### config.mk
export PLATFORM = sky130hd
export DESIGN_NAME = exp_op_sequencer
export DESIGN_NICKNAME = d
export VERILOG_FILES = /design/src/rtl/exp_op_sequencer.sv
export SDC_FILE = /design/constraint.sdc
export NUM_CORES = 1
export LEC_CHECK = 0
export ABC_CLOCK_PERIOD_IN_PS = 2000
export BUFFER_PORTS_ARGS = -buffer_cell sky130_fd_sc_hd__buf_2
export CAP_MARGIN = 10
export CORE_AREA = 2 2 83 85
export CTS_CLUSTER_DIAMETER = 40
export DETAILED_ROUTE_END_ITERATION = 10
export DIE_AREA = 0 0 85 87
export GPL_TIMING_DRIVEN = 0
export PLACE_DENSITY = 0.83
export RECOVER_POWER = 50
export SKIP_LAST_GASP = 1
export SYNTH_ARGS = -nofsm -noshare
export SYNTH_HDL_FRONTEND = slang
export SYNTH_SLANG_ARGS = --single-unit
### constraint.sdc
create_clock -name clk -period 2 [get_ports clk]
set_input_delay 0.1 -clock clk [delete_from_list [all_inputs] [get_ports clk]]
set_output_delay 0.1 -clock clk [all_outputs]
set_load 0.05 [all_outputs]
### src/rtl/exp_op_sequencer.sv
// exp_op_sequencer: control FSM for the shared exponent adder/subtractor.
// Each FP add/sub uses the datapath for the alignment difference (with an
// optional swapped re-run) and then for the post-normalization adjustment.
// All outputs are registered. busy_o is decoded directly from the state.
module exp_op_sequencer #(
  parameter int EW = 8,
  parameter int SW = 5
) (
  input  logic          clk,
  input  logic          rst,
  input  logic          start_i,
  input  logic [EW-1:0] exp_a_i,
  input  logic [EW-1:0] exp_b_i,
  input  logic          norm_valid_i,
  input  logic          norm_carry_i,
  input  logic [SW-1:0] norm_shift_i,
  output logic          dp_load_o,
  output logic          dp_add_subt_o,
  output logic [EW-1:0] dp_a_o,
  output logic [EW-1:0] dp_b_o,
  input  logic [EW-1:0] dp_result_i,
  input  logic          dp_ovf_i,
  input  logic          dp_unf_i,
  output logic          busy_o,
  output logic          diff_valid_o,
  output logic [EW-1:0] diff_o,
  output logic          swap_o,
  output logic          done_o,
  output logic [EW-1:0] exp_o,
  output logic          overflow_o,
  output logic          underflow_o
);

  typedef enum logic [3:0] {
    IDLE, DIFF, DIFF_WB, SWAP, SWAP_WB, WAIT_NORM, ADJ, ADJ_WB, DONE
  } state_t;

  state_t        state;
  logic [EW-1:0] ea_q;
  logic [EW-1:0] eb_q;
  logic [EW-1:0] emax_q;
  logic          swap_q;
  logic          ovf_q;
  logic          unf_q;
  logic [EW-1:0] adj_inc;
  logic [EW-1:0] adj_dif;
  logic          adj_ovf;
  logic          adj_unf;

  // Saturate the adjusted exponent: all-ones on overflow, zero on underflow.
  function automatic logic [EW-1:0] sat_exp(input logic ovf, input logic unf,
                                            input logic [EW-1:0] res);
    if (ovf)      sat_exp = '1;
    else if (unf) sat_exp = '0;
    else          sat_exp = res;
  endfunction

  // Overflow also covers landing on the all-ones (reserved) exponent;
  // underflow also covers an exact zero result.
  assign adj_inc = dp_a_o + EW'(1);
  assign adj_dif = dp_a_o - dp_b_o;
  assign adj_ovf = dp_ovf_i | (~dp_add_subt_o & (adj_inc == '1));
  assign adj_unf = dp_unf_i | (dp_add_subt_o & (adj_dif == '0));

  assign busy_o = (state != IDLE);

  // Sequencer state, datapath command registers and result registers.
  always_ff @(posedge clk or negedge rst) begin
    if (!rst) begin
      state         <= IDLE;
      ea_q          <= '0;
      eb_q          <= '0;
      emax_q        <= '0;
      swap_q        <= 1'b0;
      ovf_q         <= 1'b0;
      unf_q         <= 1'b0;
      dp_load_o     <= 1'b0;
      dp_add_subt_o <= 1'b0;
      dp_a_o        <= '0;
      dp_b_o        <= '0;
      diff_valid_o  <= 1'b0;
      diff_o        <= '0;
      swap_o        <= 1'b0;
      done_o        <= 1'b0;
      exp_o         <= '0;
      overflow_o    <= 1'b0;
      underflow_o   <= 1'b0;
    end else begin
      dp_load_o     <= 1'b0;
      dp_add_subt_o <= 1'b0;
      dp_a_o        <= '0;
      dp_b_o        <= '0;
      diff_valid_o  <= 1'b0;
      done_o        <= 1'b0;
      case (state)
        IDLE: begin
          if (start_i) begin
            ea_q          <= exp_a_i;
            eb_q          <= exp_b_i;
            overflow_o    <= 1'b0;
            underflow_o   <= 1'b0;
            dp_load_o     <= 1'b1;
            dp_add_subt_o <= 1'b1;
            dp_a_o        <= exp_a_i;
            dp_b_o        <= exp_b_i;
            state         <= DIFF;
          end
        end
        DIFF: begin
          swap_q <= dp_unf_i;
          state  <= DIFF_WB;
        end
        DIFF_WB: begin
          if (swap_q) begin
            dp_load_o     <= 1'b1;
            dp_add_subt_o <= 1'b1;
            dp_a_o        <= eb_q;
            dp_b_o        <= ea_q;
            state         <= SWAP;
          end else begin
            diff_o       <= dp_result_i;
            emax_q       <= ea_q;
            swap_o       <= 1'b0;
            diff_valid_o <= 1'b1;
            state        <= WAIT_NORM;
          end
        end
        SWAP: state <= SWAP_WB;
        SWAP_WB: begin
          diff_o       <= dp_result_i;
          emax_q       <= eb_q;
          swap_o       <= 1'b1;
          diff_valid_o <= 1'b1;
          state        <= WAIT_NORM;
        end
        WAIT_NORM: begin
          if (norm_valid_i) begin
            if (norm_carry_i) begin
              dp_load_o <= 1'b1;
              dp_a_o    <= emax_q;
              dp_b_o    <= EW'(1);
              state     <= ADJ;
            end else if (norm_shift_i != '0) begin
              dp_load_o     <= 1'b1;
              dp_add_subt_o <= 1'b1;
              dp_a_o        <= emax_q;
              dp_b_o        <= EW'(norm_shift_i);
              state         <= ADJ;
            end else begin
              exp_o  <= emax_q;
              done_o <= 1'b1;
              state  <= DONE;
            end
          end
        end
        ADJ: begin
          ovf_q <= adj_ovf;
          unf_q <= adj_unf;
          state <= ADJ_WB;
        end
        ADJ_WB: begin
          exp_o       <= sat_exp(ovf_q, unf_q, dp_result_i);
          overflow_o  <= ovf_q;
          underflow_o <= ~ovf_q & unf_q;
          done_o      <= 1'b1;
          state       <= DONE;
        end
        DONE:    state <= IDLE;
        default: state <= IDLE;
      endcase
    end
  end

endmodule
==> load_flow_metrics.sql, run 1 <==
INSERT INTO impl_metrics (metric_group, metric, value, unit) VALUES
('status', 'outcome', 'finished clean', ''),
('yosys', 'synth_cell_types', '53', ''),
('clock_network', 'tritoncts_clock_tree', 'done', ''),
('floorplanning', 'starting_utilization_of_the_core_area', '52.5', '%'),
('timing', 'hold_viol_final', '0', ''),
('worst_setup_path', 'r2r-end', 'unf_q$_DFFE_PN0P_', ''),
('grt', 'antenna_found_initial', '0', ''),
('worst_setup_path', 'critical_path.endpoint_type', 'register', ''),
('detailed_routing', 'detail_route.iter0.violations', '262', ''),
('worst_setup_path', 'critical_path.slowest_cell', 'sky130_fd_sc_hd__dfrtp_2', ''),
('timing', 'worstMarginPinSlew', '876', 'ps'),
('cells_and_area', 'multi_input_comb_area', '1560', 'sq um'),
('cells_and_area', 'antennaDiodeCount', '0', ''),
('clock_network', 'max-clock-path-buffers', '2', ''),
('clock_network', 'clock_root_cell', 'sky130_fd_sc_hd__clkbuf_8', ''),
('timing', 'timing.max_slew.rel_slack', '41.6', '%'),
('detailed_routing', 'drtPass1Iterations', '7', ''),
('yosys', 'syn_avg_cell_area', '10.0', 'sq um'),
('clock_network', 'cts_post_setup_buffers_inserted', '0', ''),
('cells_and_area', 'seq_area', '1760', 'sq um'),
('worst_setup_path', 'cpPeakStageDelay', '430', 'ps'),
('cells_and_area', 'drive_above_1_share', '23.5', '%'),
('placement', 'io_buffers', '75', ''),
('yosys', 'post_synth_instance_area', '3450', 'sq um'),
('yosys', 'synth_nets', '388', ''),
('timing', 'finalSetupViolCount', '0', ''),
('timing', 'min_period_over_period', '100', '%'),
('cells_and_area', 'layout.cells.most_common', 'sky130_fd_sc_hd__nand2_1', ''),
('job', 'cap_violations', '0', ''),
('detailed_routing', 'detailroute.via_count', '3103', ''),
('clock_network', 'clkSlewWorstSetupHoldPaths', '70', 'ps'),
('min_path', 'whs_path_depth', '2', ''),
('yosys', 'synth.top_cell.area_share', '50.8', '%'),
('floorplanning', 'design.die.area', '7400', 'sq um'),
('timing', 'setup_tns', '0', 'ps'),
('clock_network', 'number_of_cts_inserted_buffers', '9', ''),
('timing', 'final.setup_skew', '16.0', 'ps'),
('floorplanning', 'core_area', '6570', 'sq um'),
('cells_and_area', 'layout.cells.most_common_list', '80 x sky130_fd_sc_hd__nand2_1, 64 x sky130_fd_sc_hd__dfrtp_1, 53 x sky130_fd_sc_hd__buf_2', ''),
('power', 'post-layout-total-power', '7.61', 'mW'),
('yosys', 'postSynthRegisterBits', '70', ''),
('floorplanning', 'ios', '76', ''),
('grt', 'number_of_global_route_vias_before_repair', '3121', ''),
('yosys', 'yosysSeqAreaShare', '50.8', '%'),
('min_path', 'worst_hold_path.endpoint', 'diff_o[0]$_DFFE_PN0P_', ''),
('worst_setup_path', 'r2r_setup_slack', '0.1', 'ps'),
('worst_setup_path', 'r2r-start', 'dp_a_o[1]$_DFF_PN0_', ''),
('detailed_routing', 'routedWlPerCell', '17.6', 'microns'),
('worst_setup_path', 'required', '2260', 'ps'),
('grt', 'grt.overflow.total', '0', ''),
('clock_network', 'h-tree-depth', '3', ''),
('timing', 'finalWorstPathRequiredPeriod', '2000', 'ps'),
('min_path', 'hold_class', 'in2reg', ''),
('worst_setup_path', 'cp.arrival', '2260', 'ps'),
('cells_and_area', 'fill_cells', '528', ''),
('placement', 'hpwl_reported_at_the_end_of_detailed_placement', '6.32', 'mm'),
('power', 'power.density_cell_area', '1750', 'nW/um^2'),
('clock_network', 'clk-insertion-delay-late', '350', 'ps'),
('timing', 'timing.fmax', '500', 'MHz'),
('detailed_routing', 'routed_wirelength', '9.47', 'mm'),
('clock_network', 'clock_sink_count', '70', ''),
('timing', 'rsz_0062_raised_after_global_routing', 'true', ''),
('power', 'vdd_ir_drop_max', '1.04', 'mV'),
('worst_setup_path', 'crit_path_cell_trace', 'ha_1, and3b_1, or3_1, a211oi_2, o221ai_2, o31ai_2', ''),
('floorplanning', 'die_width', '85', 'microns'),
('detailed_routing', 'viasPerCell', '5.76', ''),
('yosys', 'synthTopCellsByArea', 'sky130_fd_sc_hd__dfrtp_1 51%, sky130_fd_sc_hd__nand2_1 8.7%, sky130_fd_sc_hd__a222oi_1 3.5%, sky130_fd_sc_hd__mux2_4 3.5%, sky130_fd_sc_hd__mux2_2 2.9%', ''),
('placement', 'gp_routability_congestion', '0.856', ''),
('cells_and_area', 'finalNetCount', '498', ''),
('yosys', 'synth_largest_area_cell', 'sky130_fd_sc_hd__dfrtp_1', ''),
('grt', 'grt_start_max_net_pins', '71', '');
[worst max-delay path, delay by kind of cell (launching register included)]
kind                       cells  cell delay, ps
AOI/OAI and AO/OA              3             580
adders and majority gates      1             340
DFF                            1             430
and+or+nand+nor                2             570
[cell families (layout without fill, tap and decap cells)]
kind of cell	Yosys count	in the layout	share of synthesized area, %
xor+xnor	4	4	1.02
fa+ha+maj	7	7	2.54
flops	70	70	50.8
compound gates	73	73	14.1
mux	25	25	8.74
simple gates	125	125	17.7
buf+inv	41	155	5.08
[metal layers]
metal	part of all wire, %	global-route usage [%]
met4	3.3	13.1
met1	41	33.7
met3	7.8	6.54
met2	48	42.1
met5	0	0
[how the worst max path moves through the flow]
stage,cells past startpoint,startpoint,slack [ps],endpoint
floorplan,7,dp_b_o[1]$_DFF_PN0_,10,unf_q$_DFFE_PN0P_
global placement,6,dp_a_o[1]$_DFF_PN0_,10,unf_q$_DFFE_PN0P_
detailed placement,6,dp_a_o[1]$_DFF_PN0_,-10,unf_q$_DFFE_PN0P_
CTS,6,dp_a_o[1]$_DFF_PN0_,7,unf_q$_DFFE_PN0P_
global route,6,dp_a_o[1]$_DFF_PN0_,-30,unf_q$_DFFE_PN0P_
finish,6,dp_a_o[1]$_DFF_PN0_,0.1,unf_q$_DFFE_PN0P_
[power breakdown]
group / total (mW) / switching (mW) / internal [mW] / leakage, nW
Clock: 1.05 / 0.507 / 0.545 / 0.0926
Combinational: 4.11 / 2.77 / 1.34 / 1.22
Sequential: 2.45 / 0.444 / 2.01 / 0.884
Total: 7.61 / 3.72 / 3.89 / 2.19
[per-stage QoR]
step,instances,area [sq um],hold WS [ps],utilization [%],setup WS [ps]
global placement,500,3940,314,60.0,9.52
finish,539,4350,13.7,66.2,0.129
global route,539,4350,2.46,66.2,-32.6
floorplan,345,3470,-196,-,12.4
CTS,539,4370,1.46,66.5,7.23
detailed placement,500,3950,267,60.1,-9.72
[flip-flops by register name, indices dropped and copies added, names as in the netlist]
register	cells
dp_a_o	8
diff_o	8
dp_b_o	8
dp_add_subt_o	1
ovf_q	1
swap_o	1
eb_q	8
emax_q	8
unf_q	1
done_o	1
underflow_o	1
state	4
diff_valid_o	1
ea_q	8
swap_q	1
overflow_o	1
dp_load_o	1
exp_o	8
[layout make-up]
| type | instances | share of cell area, % |
|---|---|---|
| sequential | 70 | 40.4 |
| inverter | 26 | 2.24 |
| clock inverter | 1 | 0.115 |
| clock buffer | 14 | 3.97 |
| multi-input combinational | 234 | 35.8 |
| timing repair buffer | 99 | 13.4 |
| buffer | 15 | 1.78 |
| tap | 80 | 2.30 |
[Yosys cell counts (all sizes together)]
cell	instances
nand2	80
dfrtp	70
inv	25
o21ai	25
a21oi	19
mux2	17
nor2	13
a222oi	12
buf	12
mux2i	8
ha	7
nand3	5
nor3	5
a21o	4
nor2b	4
clkbuf	3
o31ai	3
xor2	3
a21boi	2
and4	2
nand2b	2
nor3b	2
or3	2
a211oi	1
a2bb2oi	1
a31oi	1
and3	1
and3b	1
and4b	1
and4bb	1
clkinv	1
nand3b	1
nand4	1
nand4b	1
nor4	1
o211ai	1
o21bai	1
o221ai	1
o22ai	1
o41ai	1
or2	1
or4	1
xnor2	1
[timing repair]
item | 4_1_cts | 5_1_grt
endpoints found under the hold margin | 97 | 0
gates cloned | 0 | 0
gates resized for setup | 1 | 3
hold buffers | 24 | 0
setup endpoints to repair | 1 | 19
pin swaps | 0 | 1
No activity file was read; power rests on OpenSTA's default activity.
==> run 2: changes to the inputs <==
--- a/config.mk
+++ b/config.mk
@@ -6,12 +6,14 @@
 export NUM_CORES = 1
 export LEC_CHECK = 0
 export ABC_CLOCK_PERIOD_IN_PS = 2000
-export BUFFER_PORTS_ARGS = -buffer_cell sky130_fd_sc_hd__buf_2
+export BUFFER_PORTS_ARGS = -buffer_cell sky130_fd_sc_hd__clkbuf_2
 export CAP_MARGIN = 10
-export CORE_AREA = 2 2 83 85
+export CELL_PAD_IN_SITES_DETAIL_PLACEMENT = 0
+export CELL_PAD_IN_SITES_GLOBAL_PLACEMENT = 1
+export CORE_AREA = 2 2 95 97
 export CTS_CLUSTER_DIAMETER = 40
 export DETAILED_ROUTE_END_ITERATION = 10
-export DIE_AREA = 0 0 85 87
+export DIE_AREA = 0 0 97 99
 export GPL_TIMING_DRIVEN = 0
 export PLACE_DENSITY = 0.83
 export RECOVER_POWER = 50
==> load_flow_metrics.sql, run 2 (synthesized netlist as in run 1, its figures left out) <==
INSERT INTO impl_metrics (metric_group, metric, value, unit) VALUES
('timing', 'final.setup_skew', '17.7', 'ps'),
('worst_setup_path', 'crit_path_cell_trace', 'ha_4, and3b_1, or3_1, a211oi_2, o221ai_2, o31ai_2', ''),
('grt', 'grt_start_max_net_pins', '49', ''),
('detailed_routing', 'viasPerCell', '5.23', ''),
('power', 'vdd_ir_drop_max', '1.03', 'mV'),
('timing', 'finalWorstPathRequiredPeriod', '1950', 'ps'),
('clock_network', 'clock_sink_count', '70', ''),
('power', 'post-layout-total-power', '7.55', 'mW'),
('timing', 'rsz_0062_raised_after_global_routing', 'true', ''),
('worst_setup_path', 'reg2reg_depth', '6', ''),
('worst_setup_path', 'timing.setup.critical_path_class', 'reg2reg', ''),
('timing', 'min_period_over_period', '97.4', '%'),
('floorplanning', 'starting_utilization_of_the_core_area', '40.3', '%'),
('status', 'outcome', 'finished clean', ''),
('cells_and_area', 'fill_cells', '799', ''),
('detailed_routing', 'routed_wirelength', '9.01', 'mm'),
('placement', 'postPlaceCellArea', '4010', 'sq um'),
('power', 'static-leakage-power', '2.21', 'nW'),
('detailed_routing', 'detail_route.drc_violations', '0', ''),
('detailed_routing', 'detail_route.iter0.violations', '221', ''),
('cells_and_area', 'fin_cells', '564', ''),
('power', 'power.density_cell_area', '1730', 'nW/um^2'),
('job', 'cap_violations', '0', ''),
('cells_and_area', 'antennaDiodeCount', '0', ''),
('cells_and_area', 'final_core_util', '51.1', '%'),
('timing', 'hold_slack', '12.1', 'ps'),
('placement', 'hpwl_reported_at_the_end_of_detailed_placement', '6.60', 'mm'),
('placement', 'dp_slack', '-63.9', 'ps'),
('grt', 'grt.overflow.total', '0', ''),
('worst_setup_path', 'cp_max_fo', '4', ''),
('placement', 'gp_routability_congestion', '0.862', ''),
('detailed_routing', 'drtPass1Iterations', '5', ''),
('clock_network', 'cts_post_setup_buffers_inserted', '0', ''),
('detailed_routing', 'detailroute.via_count', '2952', ''),
('worst_setup_path', 'start_kind', 'register', ''),
('floorplanning', 'design.die.area', '9600', 'sq um'),
('worst_setup_path', 'cp_num_cells', '6', ''),
('floorplanning', 'core_area', '8550', 'sq um'),
('worst_setup_path', 'r2r_setup_slack', '50', 'ps'),
('timing', 'timing.max_slew.rel_slack', '16.1', '%'),
('worst_setup_path', 'cp.arrival', '2190', 'ps'),
('clock_network', 'clkSlewWorstSetupHoldPaths', '70', 'ps'),
('clock_network', 'number_of_cts_inserted_buffers', '9', ''),
('cells_and_area', 'seq_area', '1760', 'sq um'),
('worst_setup_path', 'r2r-end', 'unf_q$_DFFE_PN0P_', ''),
('detailed_routing', 'routedWlPerCell', '16.0', 'microns'),
('floorplanning', 'core_rows', '34', ''),
('min_path', 'hold_class', 'in2reg', ''),
('timing', 'setup_tns', '0', 'ps'),
('cells_and_area', 'finalNetCount', '494', ''),
('timing', 'hold_viol_final', '0', ''),
('detailed_routing', 'antenna_left', '0', ''),
('worst_setup_path', 'required', '2240', 'ps'),
('grt', 'antenna_found_initial', '0', ''),
('grt', 'grt_pass1_wl', '14.7', 'mm'),
('worst_setup_path', 'critical-path-top-delay-family', 'compound AO/OA/AOI/OAI gates', ''),
('floorplanning', 'ios', '76', ''),
('grt', 'gr-usage-all-layers', '19.2', '%'),
('cells_and_area', 'multi_input_comb_area', '1570', 'sq um'),
('clock_network', 'max-clock-path-buffers', '2', ''),
('cells_and_area', 'layout.cells.most_common_list', '80 x sky130_fd_sc_hd__nand2_1, 64 x sky130_fd_sc_hd__dfrtp_1, 55 x sky130_fd_sc_hd__clkbuf_2', ''),
('clock_network', 'clk-insertion-delay-late', '340', 'ps'),
('cells_and_area', 'layout.cells.most_common', 'sky130_fd_sc_hd__nand2_1', ''),
('cells_and_area', 'stdcell_area', '4370', 'sq um'),
('clock_network', 'h-tree-depth', '3', ''),
('timing', 'finalSetupViolCount', '0', ''),
('cells_and_area', 'drive_above_1_share', '26.1', '%'),
('worst_setup_path', 'r2r-start', 'dp_a_o[2]$_DFF_PN0_', ''),
('timing', 'final_critical_path_setup_slack', '52.2', 'ps'),
('worst_setup_path', 'critical_path.endpoint_type', 'register', ''),
('timing', 'worstMarginPinSlew', '1260', 'ps'),
('timing', 'timing_max_transition_violations_final', '0', ''),
('worst_setup_path', 'critPathCapture', 'unf_q$_DFFE_PN0P_', ''),
('worst_setup_path', 'crit_buf_inv', '0', ''),
('timing', 'timing.fmax', '513', 'MHz'),
('worst_setup_path', 'timing.critical_path.from', 'dp_a_o[2]$_DFF_PN0_', ''),
('placement', 'io_buffers', '75', ''),
('placement', 'placed_cells', '529', ''),
('cells_and_area', 'syn2layout_area_growth', '26.8', '%'),
('clock_network', 'clock_root_cell', 'sky130_fd_sc_hd__clkbuf_8', ''),
('clock_network', 'tritoncts_clock_tree', 'done', ''),
('floorplanning', 'dieHeight', '99', 'microns'),
('worst_setup_path', 'cpPeakStageDelay', '440', 'ps'),
('grt', 'number_of_global_route_vias_before_repair', '2899', ''),
('worst_setup_path', 'critical_path.slowest_cell', 'sky130_fd_sc_hd__dfrtp_2', ''),
('floorplanning', 'die_width', '97', 'microns');
==> run 2: repair_timing <==
item,in CTS,in global routing
gates resized for setup,2,3
hold buffers,19,0
endpoints found under the hold margin,43,0
pin swaps,1,1
setup endpoints to repair,1,13
==> run 2: worst min path at each step <==
stage / from / to / slack [ps] / cells past startpoint
after global routing: dp_result_i[7] / diff_o[7]$_DFFE_PN0P_ / 8 / 2
after detailed placement: rst / diff_o[6]$_DFFE_PN0P_ / 60 / 1
after global placement: exp_a_i[0] / ea_q[0]$_DFFE_PN0P_ / 320 / 3
final: dp_result_i[0] / diff_o[0]$_DFFE_PN0P_ / 10 / 2
after CTS: dp_result_i[0] / diff_o[0]$_DFFE_PN0P_ / 0.4 / 2
after floorplan: rst / diff_o[0]$_DFFE_PN0P_ / -200 / 0
==> run 2: cell type report <==
cell class,instances,area share [%]
clock inverter,1,0.114
buffer,15,1.77
clock buffer,15,4.04
tap,108,3.09
timing repair buffer,95,12.6
multi-input combinational,234,35.9
sequential,70,40.2
inverter,26,2.23
==> run 2: worst register-to-register path, delay by kind of cell, from the launching register on <==
kind / cells / cell delay [ps]
adder cells (fa/ha/maj): 1 / 270
AO/OA/AOI/OAI: 3 / 600
AND/OR/NAND/NOR: 2 / 560
flip-flops: 1 / 440
==> run 2: where the power goes <==
part	switching [mW]	leakage, nW	internal [mW]
Combinational	2.70	1.23	1.35
Clock	0.497	0.0937	0.553
Sequential	0.444	0.884	2.01
==> run 2: layer usage <==
layer,global-route usage (%),vias to the layer above,routed length [microns],share of wire [%]
met4,6.28,0,121,1.3
met1,26.3,1427,4130,46
li1,-,1413,-,-
met2,30.6,102,4210,47
met3,4.40,10,545,6.0
met5,0,-,0,0
